$ cat config.mk
export PLATFORM = sky130hd
export DESIGN_NAME = matmul_engine
export DESIGN_NICKNAME = d
export VERILOG_FILES = /design/src/rtl/matmul_engine.sv
export SDC_FILE = /design/constraint.sdc
export NUM_CORES = 1
export LEC_CHECK = 0
export BUFFER_PORTS_ARGS = -buffer_cell sky130_fd_sc_hd__buf_2
export CAP_MARGIN = 5
export CORE_ASPECT_RATIO = 0.6
export CORE_MARGIN = 2
export CORE_UTILIZATION = 38
export DETAILED_ROUTE_END_ITERATION = 8
export REMOVE_ABC_BUFFERS = 1
export SYNTH_ARGS = -nofsm -noshare
export SYNTH_HDL_FRONTEND = slang
export SYNTH_SLANG_ARGS = --single-unit
$ cat constraint.sdc
create_clock -name clk -period 4.2 [get_ports clk]
set_input_delay 0.42 -clock clk [delete_from_list [all_inputs] [get_ports clk]]
set_output_delay 0.42 -clock clk [all_outputs]
set_load 0.01 [all_outputs]
$ cat src/rtl/matmul_engine.sv
// Square unsigned matrix multiplier: holds A, B and C internally, computes C = A*B
// one element at a time (clear, DIM multiply-accumulates, write) on start/done.
module matmul_engine #(
    parameter int DATA_WIDTH = 8,
    parameter int DIM        = 4,
    parameter int ADDR_WIDTH = 6,
    parameter int ACC_WIDTH  = 18
) (
    input  logic                  clk,
    input  logic                  rst,
    input  logic                  load_en,
    input  logic                  load_sel,
    input  logic [ADDR_WIDTH-1:0] load_addr,
    input  logic [DATA_WIDTH-1:0] load_data,
    input  logic                  start,
    output logic                  busy,
    output logic                  done,
    input  logic                  rd_en,
    input  logic [ADDR_WIDTH-1:0] rd_addr,
    input  logic [3:0]            shift_amt,
    input  logic                  sat_en,
    output logic [DATA_WIDTH-1:0] rd_data,
    output logic                  rd_valid
);

    localparam int IDX_W = (DIM > 1) ? $clog2(DIM) : 1;
    localparam int N_ELEM = DIM * DIM;
    localparam logic [ADDR_WIDTH:0]   N_ELEM_A = (ADDR_WIDTH + 1)'(N_ELEM);
    localparam logic [ADDR_WIDTH-1:0] DIM_A    = ADDR_WIDTH'(DIM);
    localparam logic [IDX_W-1:0]      LAST_IDX = IDX_W'(DIM - 1);

    // Handshake: start is a level sampled only in IDLE; busy is high from the cycle
    // after start up to and including the single done cycle. rd_valid pulses one
    // cycle after each rd_en accepted while not busy.
    typedef enum logic [2:0] {S_IDLE, S_CLEAR, S_MAC, S_WRITE, S_DONE} state_t;
    state_t state, state_next;

    logic [DATA_WIDTH-1:0] a_mem [N_ELEM];
    logic [DATA_WIDTH-1:0] b_mem [N_ELEM];
    logic [ACC_WIDTH-1:0]  c_mem [N_ELEM];

    logic [IDX_W-1:0]        i_cnt, j_cnt, k_cnt, k_rd;
    logic [ACC_WIDTH-1:0]    acc;
    logic [DATA_WIDTH-1:0]   a_q, b_q;
    logic [2*DATA_WIDTH-1:0] prod;
    logic [ADDR_WIDTH-1:0]   a_addr, b_addr, c_addr;
    logic                    last_elem;
    logic [ACC_WIDTH-1:0]    rd_word, rd_stage;
    logic [DATA_WIDTH-1:0]   rd_narrow;

    always_ff @(posedge clk) begin
        if (!rst) state <= S_IDLE;
        else      state <= state_next;
    end

    always_comb begin
        state_next = state;
        case (state)
            S_IDLE:  if (start) state_next = S_CLEAR;
            S_CLEAR: state_next = S_MAC;
            S_MAC:   if (k_cnt == LAST_IDX) state_next = S_WRITE;
            S_WRITE: state_next = last_elem ? S_DONE : S_CLEAR;
            S_DONE:  state_next = S_IDLE;
            default: state_next = S_IDLE;
        endcase
    end

    always_comb begin
        busy = (state != S_IDLE);
        done = (state == S_DONE);
    end

    // Operand index issued this cycle; its data is consumed by the next MAC cycle.
    always_comb begin
        k_rd = '0;
        if (state == S_MAC && k_cnt != LAST_IDX) k_rd = k_cnt + IDX_W'(1);
    end

    assign a_addr    = ADDR_WIDTH'(i_cnt) * DIM_A + ADDR_WIDTH'(k_rd);
    assign b_addr    = ADDR_WIDTH'(k_rd) * DIM_A + ADDR_WIDTH'(j_cnt);
    assign c_addr    = ADDR_WIDTH'(i_cnt) * DIM_A + ADDR_WIDTH'(j_cnt);
    assign last_elem = (i_cnt == LAST_IDX) && (j_cnt == LAST_IDX);
    assign prod      = a_q * b_q;

    always_ff @(posedge clk) begin
        if (!rst) begin
            acc   <= '0;
            i_cnt <= '0;
            j_cnt <= '0;
            k_cnt <= '0;
            a_q   <= '0;
            b_q   <= '0;
        end else begin
            case (state)
                S_IDLE: begin
                    if (start) begin
                        i_cnt <= '0;
                        j_cnt <= '0;
                    end
                end
                S_CLEAR: begin
                    acc   <= '0;
                    k_cnt <= '0;
                    a_q   <= a_mem[a_addr];
                    b_q   <= b_mem[b_addr];
                end
                S_MAC: begin
                    acc   <= acc + ACC_WIDTH'(prod);
                    k_cnt <= k_cnt + IDX_W'(1);
                    a_q   <= a_mem[a_addr];
                    b_q   <= b_mem[b_addr];
                end
                S_WRITE: begin
                    if (!last_elem) begin
                        if (j_cnt == LAST_IDX) begin
                            j_cnt <= '0;
                            i_cnt <= i_cnt + IDX_W'(1);
                        end else begin
                            j_cnt <= j_cnt + IDX_W'(1);
                        end
                    end
                end
                default: ;
            endcase
        end
    end

    // Storage is not reset; C keeps any entries written before a mid-run reset.
    always_ff @(posedge clk) begin
        if (load_en && !busy && ({1'b0, load_addr} < N_ELEM_A)) begin
            if (load_sel) b_mem[load_addr] <= load_data;
            else          a_mem[load_addr] <= load_data;
        end
        if (state == S_WRITE) c_mem[c_addr] <= acc;
    end

    always_comb begin
        rd_word   = ({1'b0, rd_addr} < N_ELEM_A) ? c_mem[rd_addr] : '0;
        rd_stage  = rd_word >> shift_amt;
        rd_narrow = rd_stage[DATA_WIDTH-1:0];
        if (sat_en && (|(rd_stage >> DATA_WIDTH))) rd_narrow = '1;
    end

    always_ff @(posedge clk) begin
        if (!rst) begin
            rd_valid <= 1'b0;
            rd_data  <= '0;
        end else begin
            rd_valid <= rd_en && !busy;
            if (rd_en && !busy) rd_data <= rd_narrow;
        end
    end

endmodule

==> impl_results.md <==
- Htree depth: 2
- Initial DRC Count: 1,704
- Nets: 1,936
- Initial antenna violation count: 1
- Met2 WL: 27.1 mm
- Post-Place Cell Area: 0.0286 sq mm
- Final Util: 0.441
- Req. time, crit path: 4.70 ns
- Slew Limit Fails: 0
- Drt total wl: 64.9 mm
- Highest Signal Layer: met4
- Routed len/inst: 23.4 microns
- Pleak: 0.0109 uW
- CTS Buf Count: 56
- Min-delay worst type: input port to flip-flop
- Post-route insts no fill: 2,777
- ANT cells: 0
- Critical Path Fanout Max: 3
- Worst-Skew Late Latency: 0.65 ns
- Sinks on Clock Net: 596
- Avg Inst Size Synth: 16.1 sq um
- GR Util All Layers: 0.180
- Setup ws final: -0.136 ns
- Final min period: 4.34 ns
- Max incr delay on CP: 0.50 ns
- Cell mode on critical path: fa_1
- Synthesis Warnings: 0
- DR vias: 15,300
- Initial Util: 0.385
- CTS root buffer: clkbuf_16
- Top-level I/O count: 42
- DRC: 0
- GPL Wtd Cong: 0.936
- Crit share post-route: 1.03
- Crit path max-delay cell type: fa_1
- Post-DRT Antenna Nets: 0
- Vias per inst: 5.51
- Routed wl met3: 5.20 mm
- Synth cell types: 79
- Max-cap violations: 0
- Sequential cell area fraction in the yosys report: 0.644
- CP startpoint kind: flip-flop
- Die height: 210 microns
- Critical Setup Path Class: flip-flop to flip-flop
- Worst-path cell chain: nand2_1 -> fa_1 -> inv_1 -> fa_1 -> inv_1 -> fa_1 -> fa_1 -> inv_1 -> ha_4 -> o21ai_4 -> a21oi_4 -> o211ai_1 -> a21oi_2 -> o31ai_4 -> mux2i_2 -> nor3_1 -> nand3b_1
- Worst vdd ir: 0.358 mV
- CP endpoint kind: flip-flop
- Area of the mapped netlist: 0.0270 sq mm
- Routed met1 length: 31.8 mm
- WHS: 0.232 ns
- Fill count: 6,146
- Status: finished with violations
- Largest net degree at the start of global routing: 70
- Post-synthesis cell count: 1,677
- Worst-path clk slew: 0.07 ns
- Placed wire-length estimate: 43.4 mm
- Die width: 348 microns
- Asr flop ratio synth: 0
- # setup viols final: 5
- First-pass GRT wire length: 98.7 mm
- Fmax: 231 MHz
- 1st-pass router iterations: 6
- # rows: 75
- Core area: 0.0700 sq mm
- Grt total ovfl: 0
- Worst slew pin tran: 1.18 ns
- CTS tree: yes
- Placed Cells: 2,659
- Unrepaired setup endpoints after global routing: true
- Port bufs: 41
- Die area: 0.0732 sq mm
- Max clock buf depth: 3
- Clock Skew: 0.0361 ns
- Final Cell Area: 0.0309 sq mm
- Critical Path AT: 4.84 ns
- Fin Setup TNS: -0.395 ns
- Synth-to-Final Area Change: 14.5%
- Vias in the first global route: 15,200
- Share of layout cells above drive strength 1: 0.242
- Seq cells post-synth: 596
- Failing checks: negative setup slack
- Power density over the cells: 469 mW/mm^2
- Final hold vios: 0
- EDFF count, synth: 544
- Slew headroom: 0.212
- Main synth FF type: edfxtp_1
[repair_timing]
item | 4_1_cts | 5_1_grt
hold endpoints to repair | 1 | 0
setup endpoints to repair | 8 | 8
resized for setup | 43 | 32
hold buffers | 1 | 0
setup buffers | 4 | 9
pin swaps | 21 | 26
[area by class of cell]
class	count	area [sq um]	area share
Inverter	113	438	0.0142
Clock buffer	72	1470	0.0476
Timing Repair Buffer	155	1160	0.0375
Multi-Input combinational cell	884	8890	0.288
Tap cell	924	1160	0.0374
Sequential cell	596	17400	0.563
Clock inverter	33	375	0.0122
[worst paths after layout]
| path | endpoint | slack [ns] | from | cells past startpoint |
|---|---|---|---|---|
| setup / recovery | acc[17] | -0.14 | a_q[6] | 17 |
| hold / removal | state[2] | 0.23 | start | 3 |
| setup reg to reg | acc[17] | -0.14 | a_q[6] | 17 |
| hold reg to reg | k_cnt[1] | 0.51 | k_cnt[1] | 2 |
[metal layers]
metal | up-vias | GRT usage
met5 | - | 0
met4 | 0 | 0.0351
met3 | 73 | 0.0316
met2 | 570 | 0.255
met1 | 7919 | 0.288
li1 | 6733 | -
[stage by stage]
stage / power, uW / setup slack, ns
after floorplan: 8220 / -0.342
after global placement: 9240 / -0.346
after detailed placement: 9270 / -0.497
after CTS: 14500 / -0.124
after global routing: 15100 / -0.315
final: 14500 / -0.136
[cell usage after synthesis, types with 11 or more instances]
cell type	count	area (sq um)
nor2_1	107	402
clkbuf_1	41	154
fa_1	50	1000
o21ai_0	60	300
and2_1	39	244
nand3_1	16	80.1
mux2_2	19	214
nor3_1	21	105
dfxtp_1	52	1040
inv_1	112	420
mux4_1	11	289
mux2i_1	57	571
mux4_2	115	2590
edfxtp_1	544	16300
o221ai_1	20	175
buf_2	13	65.1
nand2_1	91	342
a21oi_1	40	200
ha_1	49	613
a22oi_1	23	173
and3_1	18	113
[cell families after synthesis]
logic type / Yosys count / share of synthesized area
xor+xnor: 9 / 0.00292
compound gates: 227 / 0.0581
mux: 203 / 0.136
flops: 596 / 0.644
buf+inv: 197 / 0.0363
simple gates: 346 / 0.0621
fa+ha+maj: 99 / 0.0599
[sequential cells by signal, summed over array words and instances, names as in the netlist]
register  flops
a_mem       128
a_q           8
acc          18
b_mem       128
b_q           8
c_mem       288
i_cnt         2
j_cnt         2
k_cnt         2
rd_data       8
rd_valid      1
state         3
[layout by cell type (no fill, tap or decap), types with 9 or more instances in the layout]
cell,netlist,routed
mux2i_1,57,56
dfxtp_2,0,11
a22oi_1,23,23
mux2_2,19,19
a21oi_1,40,33
edfxtp_1,544,544
nand2b_1,10,9
o21ai_0,60,57
o221ai_1,20,20
nor3_1,21,16
nor2b_1,9,9
fa_1,50,48
clkinv_1,0,10
nor2_1,107,106
nand3_1,16,16
mux4_1,11,11
inv_1,112,104
buf_4,7,105
and2_1,39,39
a32oi_1,9,9
and3_1,18,16
clkbuf_16,0,56
nand2_1,91,84
dfxtp_1,52,40
buf_2,13,39
ha_1,49,40
mux4_2,115,115
clkbuf_1,41,15
or3_1,10,9
a22o_1,10,10
[worst max-delay path: cells and delay by family, from the launching register on]
family	cells	cell delay (ns)
adders and majority gates	5	2.19
AOI/OAI and AO/OA	5	0.92
DFF	1	0.35
and+or+nand+nor	3	0.31
muxes	1	0.28
buffers and inverters	3	0.16
[power breakdown]
group / internal (uW) / switching, uW / total, uW
Sequential: 6620 / 129 / 6750
Combinational: 1100 / 1550 / 2650
Clock: 2870 / 2230 / 5100
No activity file was read; power rests on OpenSTA's default activity.
